**config.mk**
```make
export PLATFORM = sky130hd
export DESIGN_NAME = aes_round_ctrl
export DESIGN_NICKNAME = d
export VERILOG_FILES = /design/src/rtl/aes_ctrl_pkg.sv /design/src/rtl/aes_lfsr_decode.sv /design/src/rtl/aes_round_ctrl.sv
export SDC_FILE = /design/constraint.sdc
export NUM_CORES = 1
export LEC_CHECK = 0
export CORE_AREA = 2 2 44 46
export CTS_BUF_LIST = sky130_fd_sc_hd__clkbuf_4
export DETAILED_ROUTE_END_ITERATION = 6
export DIE_AREA = 0 0 46 48
export GPL_ROUTABILITY_DRIVEN = 0
export PLACE_DENSITY = 0.75
export RECOVER_POWER = 50
export SETUP_SLACK_MARGIN = 0.1
export SLEW_MARGIN = 15
export SYNTH_ARGS = -nofsm -noshare
export SYNTH_HDL_FRONTEND = slang
export SYNTH_SLANG_ARGS = --single-unit
```
**constraint.sdc**
```tcl
create_clock -name clk -period 2.25 [get_ports clk]
set_input_delay 0.675 -clock clk [delete_from_list [all_inputs] [get_ports clk]]
set_output_delay 0.675 -clock clk [all_outputs]
set_load 0.02 [all_outputs]
```
**src/rtl/aes_ctrl_pkg.sv**
```systemverilog
// Shared definitions for the AES-128 round controller: counter codes, FSM states, code decoder.
package aes_ctrl_pkg;

    // State_Counter LFSR sequence, one code per (round, phase) step.
    localparam logic [4:0] C_00 = 5'd1;
    localparam logic [4:0] C_01 = 5'd3;
    localparam logic [4:0] C_02 = 5'd7;
    localparam logic [4:0] C_03 = 5'd15;
    localparam logic [4:0] C_04 = 5'd31;
    localparam logic [4:0] C_05 = 5'd30;
    localparam logic [4:0] C_06 = 5'd29;
    localparam logic [4:0] C_07 = 5'd26;
    localparam logic [4:0] C_08 = 5'd21;
    localparam logic [4:0] C_09 = 5'd10;
    localparam logic [4:0] C_10 = 5'd20;
    localparam logic [4:0] C_11 = 5'd9;
    localparam logic [4:0] C_12 = 5'd19;
    localparam logic [4:0] C_13 = 5'd6;
    localparam logic [4:0] C_14 = 5'd12;
    localparam logic [4:0] C_15 = 5'd24;
    localparam logic [4:0] C_16 = 5'd17;
    localparam logic [4:0] C_17 = 5'd2;
    localparam logic [4:0] C_18 = 5'd4;
    localparam logic [4:0] C_19 = 5'd8;

    typedef enum logic [1:0] {
        IDLE = 2'd0,
        RUN  = 2'd1,
        DONE = 2'd2
    } ctrl_state_t;

    typedef struct packed {
        logic       valid;
        logic [4:0] idx;
    } lfsr_dec_t;

    // Map an LFSR code to its step index; codes outside the sequence give idx 0, valid 0.
    function automatic lfsr_dec_t lfsr_code_to_idx(input logic [4:0] code);
        lfsr_dec_t dec;
        dec.valid = 1'b1;
        dec.idx   = 5'd0;
        case (code)
            C_00:    dec.idx = 5'd0;
            C_01:    dec.idx = 5'd1;
            C_02:    dec.idx = 5'd2;
            C_03:    dec.idx = 5'd3;
            C_04:    dec.idx = 5'd4;
            C_05:    dec.idx = 5'd5;
            C_06:    dec.idx = 5'd6;
            C_07:    dec.idx = 5'd7;
            C_08:    dec.idx = 5'd8;
            C_09:    dec.idx = 5'd9;
            C_10:    dec.idx = 5'd10;
            C_11:    dec.idx = 5'd11;
            C_12:    dec.idx = 5'd12;
            C_13:    dec.idx = 5'd13;
            C_14:    dec.idx = 5'd14;
            C_15:    dec.idx = 5'd15;
            C_16:    dec.idx = 5'd16;
            C_17:    dec.idx = 5'd17;
            C_18:    dec.idx = 5'd18;
            C_19:    dec.idx = 5'd19;
            default: dec.valid = 1'b0;
        endcase
        return dec;
    endfunction

endpackage

```
**src/rtl/aes_lfsr_decode.sv**
```systemverilog
// Combinational LFSR code decoder, shared with the key-schedule block.
module aes_lfsr_decode
    import aes_ctrl_pkg::*;
(
    input  logic [4:0] state_counter,
    output logic [4:0] idx,
    output logic       valid
);

    lfsr_dec_t dec;

    // Translate the counter code into step index plus legality flag.
    always_comb begin
        dec   = lfsr_code_to_idx(state_counter);
        idx   = dec.idx;
        valid = dec.valid;
    end

endmodule

```
**src/rtl/aes_round_ctrl.sv**
```systemverilog
// Per-block AES-128 round sequencer: accepts a block, steps State_Counter through 20 codes,
// decodes round/phase enables and hands the finished block downstream.
module aes_round_ctrl
    import aes_ctrl_pkg::*;
#(
    parameter bit          ERR_CHECK  = 1'b1,
    // Must stay 10: two phases per round have to fill the 20-code counter cycle.
    parameter int unsigned NUM_ROUNDS = 10
) (
    input  logic       clk,
    input  logic       rst,
    input  logic       in_valid,
    output logic       in_ready,
    output logic       load_en,
    input  logic       abort,
    input  logic [4:0] state_counter,
    output logic       en_signal,
    output logic [3:0] round_idx,
    output logic       sub_shift_en,
    output logic       key_step_en,
    output logic       mix_en,
    output logic       add_key_en,
    output logic       last_round,
    output logic       out_valid,
    input  logic       out_ready,
    output logic       err
);

    localparam logic [3:0] LastRoundIdx = 4'(NUM_ROUNDS - 1);
    localparam logic [4:0] LastStep     = 5'(2 * NUM_ROUNDS - 1);

    ctrl_state_t state_q, state_d;
    logic        out_valid_q, out_valid_d;
    logic        err_q, err_d;
    logic [4:0]  code_idx;
    logic        code_valid;

    aes_lfsr_decode u_decode (
        .state_counter (state_counter),
        .idx           (code_idx),
        .valid         (code_valid)
    );

    // Next-state logic and all combinational outputs.
    always_comb begin
        state_d      = state_q;
        out_valid_d  = out_valid_q;
        err_d        = err_q;
        in_ready     = 1'b0;
        load_en      = 1'b0;
        en_signal    = 1'b0;
        round_idx    = 4'd0;
        sub_shift_en = 1'b0;
        key_step_en  = 1'b0;
        mix_en       = 1'b0;
        add_key_en   = 1'b0;
        last_round   = 1'b0;

        unique case (state_q)
            IDLE: begin
                // abort outranks a pending block
                in_ready = !abort;
                load_en  = in_valid && !abort;
                if (load_en) begin
                    state_d = RUN;
                    err_d   = 1'b0;
                end
            end

            RUN: begin
                en_signal = 1'b1;
                if (!code_valid && ERR_CHECK) begin
                    err_d   = 1'b1;
                    state_d = IDLE;
                end else begin
                    // Illegal codes decode as step 0 when checking is disabled.
                    round_idx    = code_idx[4:1];
                    sub_shift_en = !code_idx[0];
                    key_step_en  = !code_idx[0];
                    add_key_en   = code_idx[0];
                    last_round   = (round_idx == LastRoundIdx);
                    mix_en       = code_idx[0] && !last_round;
                    if (code_valid && (code_idx == LastStep)) begin
                        state_d     = DONE;
                        out_valid_d = 1'b1;
                    end
                end
                if (abort) begin
                    state_d     = IDLE;
                    out_valid_d = 1'b0;
                end
            end

            DONE: begin
                if (abort || out_ready) begin
                    state_d     = IDLE;
                    out_valid_d = 1'b0;
                end
            end

            default: begin
                state_d     = IDLE;
                out_valid_d = 1'b0;
            end
        endcase
    end

    // State and registered outputs.
    always_ff @(posedge clk or negedge rst) begin
        if (!rst) begin
            state_q     <= IDLE;
            out_valid_q <= 1'b0;
            err_q       <= 1'b0;
        end else begin
            state_q     <= state_d;
            out_valid_q <= out_valid_d;
            err_q       <= err_d;
        end
    end

    assign out_valid = out_valid_q;
    assign err       = err_q;

endmodule
```
==> impl_metrics.csv <==
group,metric,value,unit
critical_path,arrival,1.71,ns
synthesis,syn_nets,108,
clock_tree,ctsHoldBuffers,0,
drt,dr.pass1.iters,4,
finish,antennaDiodeCount,0,
critical_path,required,1.57,ns
timing,period_minus_slack,2.38,ns
timing,drv_slew,0,
synthesis,syn_inst,98,
clock_tree,clkTransAtPathRegs,0.04,ns
finish,stdcell_area,1330,sq um
grt,overflow,0,
finish,fillers,112,
critical_path,crit_family,"simple AND/OR/NAND/NOR gates",
synthesis,synthArstFlopShare,1.00,
grt,grt_pass1_wl,3990,um
power_and_ir_drop,totalPowerFinal,0.450,mW
drt,detail_route.iter0.violations,17,
synthesis,synth-edff-count,0,
clock_tree,cts_buffers,3,
synthesis,ys_dominant_reg_cell,"dfrtp_1",
clock_tree,clock_path_buffers,2,
synthesis,ys_ff_latch,4,
place,dp_cells,159,
synthesis,avgSynthCellArea,6.98,sq um
floorplan,die_h,48,um
timing,max_slew_margin,0.824,
grt,grt_usage,0.247,
drt,wl_per_cell,14.6,um
floorplan,initial_core_util,0.405,
timing,finalHoldViolCount,0,
synthesis,syn_area,684,sq um
power_and_ir_drop,ir_drop,255,uV
finish,layout.nets,162,
critical_path,critPathBufInv,2,
grt,grt_pass1_vias,929,
timing,setup_ws,-0.130,ns
clock_tree,clock_sinks,4,
finish,synthToLayoutAreaGrowth,94.7,%
floorplan,die_x,46,um
run,maxCapViolations,0,
critical_path,slowest_stage,"or3b_4",
worst_hold_path,holdCritPathClass,"register to register",
timing,setup-violations-final,8,
floorplan,dieArea,2210,sq um
floorplan,io_pins,24,
place,place_area,1150,sq um
timing,worst_pin_slew,0.261,ns
floorplan,core,1690,sq um
power_and_ir_drop,p_leak,0.591,nW
grt,grt_max_degree,11,
run_status,status,"finished with violations",
critical_path,max_stage_delay,0.40,ns
drt,wirelength,2430,um
finish,drive_gt1_frac,0.547,
critical_path,endpoint_kind,"output pin",
floorplan,rows,15,
synthesis,synth_seq_area_share,0.146,
grt,antenna_found_initial,0,
timing,setup-tns-final,-0.569,ns
drt,ant_nets,0,
critical_path,rrSetupSlack,1.06,ns
run_status,violations,"setup timing",
place,port_buffers,23,
drt,vias,964,
drt,viasPerCell,5.77,
power_and_ir_drop,power_density,338,nW/um^2
clock_tree,clock_latency,0.24,ns
critical_path,start_kind,"input pin",
timing,final.period_utilization,1.06,
critical_path,crit_type,"input pin to output pin",
clock_tree,cts-root-buf,"clkbuf_4",
clock_tree,htreeDepth,1,
drt,remaining_drc_errors,0,
synthesis,yosysWarnings,0,
synthesis,synth_cell_types,43,
critical_path,path_cells,"buf_8, or3b_4, a21oi_2, nor2_1, a211oi_2, buf_4",
timing,skew,0.000329,ns
clock_tree,cts_tree,"done",
finish,final_cell_count_no_fill,167,
timing,fmax,420,MHz
critical_path,critPathMaxFanout,5,
place,place_ws,-1.11,ns
timing,rsz0062_at_grt,"yes",
place,dpl.hpwl,1690,um
state kept, by name, indices dropped and copies added (netlist names):
| signal | flops |
|---|---|
| state_q | 2 |
| out_valid | 1 |
| err | 1 |
worst register-to-register path, delay by kind of cell, from the launching register on:
| family | cells | cell delay (ns) |
|---|---|---|
| AO/OA/AOI/OAI | 1 | 0.05 |
| AND/OR/NAND/NOR | 2 | 0.24 |
| buffers and inverters | 3 | 0.42 |
| flip-flops | 1 | 0.37 |
power breakdown:
part	total (mW)	leakage (nW)	internal, mW	switching (mW)
combinational	0.274	0.525	0.141	0.133
clock	0.0898	0.0138	0.0597	0.0301
sequential	0.0870	0.0523	0.0806	0.00636
total	0.450	0.591	0.281	0.169
Yosys cell counts (all sizes together) (3+ instances only):
| library cell | instances | area share |
|---|---|---|
| buf | 9 | 0.082 |
| o21ai | 8 | 0.058 |
| nand2 | 6 | 0.033 |
| nor3 | 5 | 0.053 |
| nor2b | 4 | 0.037 |
| inv | 3 | 0.016 |
| dfrtp | 4 | 0.15 |
| nor2 | 9 | 0.049 |
| nand2b | 5 | 0.046 |
| a21oi | 9 | 0.071 |
final timing paths:
kind,start,to,cells past startpoint
max,state_counter[4],round_idx[2],6
max in group asynchronous,rst,err,1
min in group asynchronous,rst,state_q[0],1
max reg2reg,state_q[1],state_q[0],6
min reg2reg,out_valid,out_valid,1
min,out_valid,out_valid,1
placed cells by master (no fill, tap or decap), types with 3 or more instances in the layout:
cell type	count
nor3_2	4
a21oi_2	6
nand2_1	6
clkdlybuf4s50_1	3
buf_8	4
dfrtp_1	4
buf_6	6
o21ai_1	6
nor2_1	7
buf_4	37
clkbuf_4	3
nand2b_1	4
area by class of cell:
class	instances	area, sq um	area share
repair buffers	59	541	0.406
clock buffers	3	22.5	0.0169
multi-input cells	81	634	0.476
well taps	17	21.3	0.0160
inverters	3	13.8	0.0103
flip-flops and latches	4	100	0.0751
routing by layer:
layer	wire length, um	global-route usage
met1	983	0.301
met2	1280	0.456
met3	139	0.0377
met4	28	0.0514
met5	0	0
per-stage QoR:
stage,util,hold WS [ns]
2_1_floorplan,-,0.379
3_3_place_gp,0.683,0.499
3_5_place_dp,0.683,0.509
4_1_cts,0.787,0.517
5_1_grt,0.789,0.536
6_report,0.789,0.511
what timing repair did:
action / 4_1_cts / 5_1_grt
cloned: 2 / 0
resized for setup: 120 / 1
endpoints found under the setup margin: 13 / 9
pin swaps: 17 / 2
buffers inserted: 3 / 0
kinds of logic after synthesis:
kind of cell | synth area share
AO/OA/AOI/OAI | 0.373
XOR/XNOR | 0.0256
buffers and inverters | 0.104
flip-flops | 0.146
multiplexers | 0.0146
AND/OR/NAND/NOR | 0.336
No activity file was read; power rests on OpenSTA's default activity.
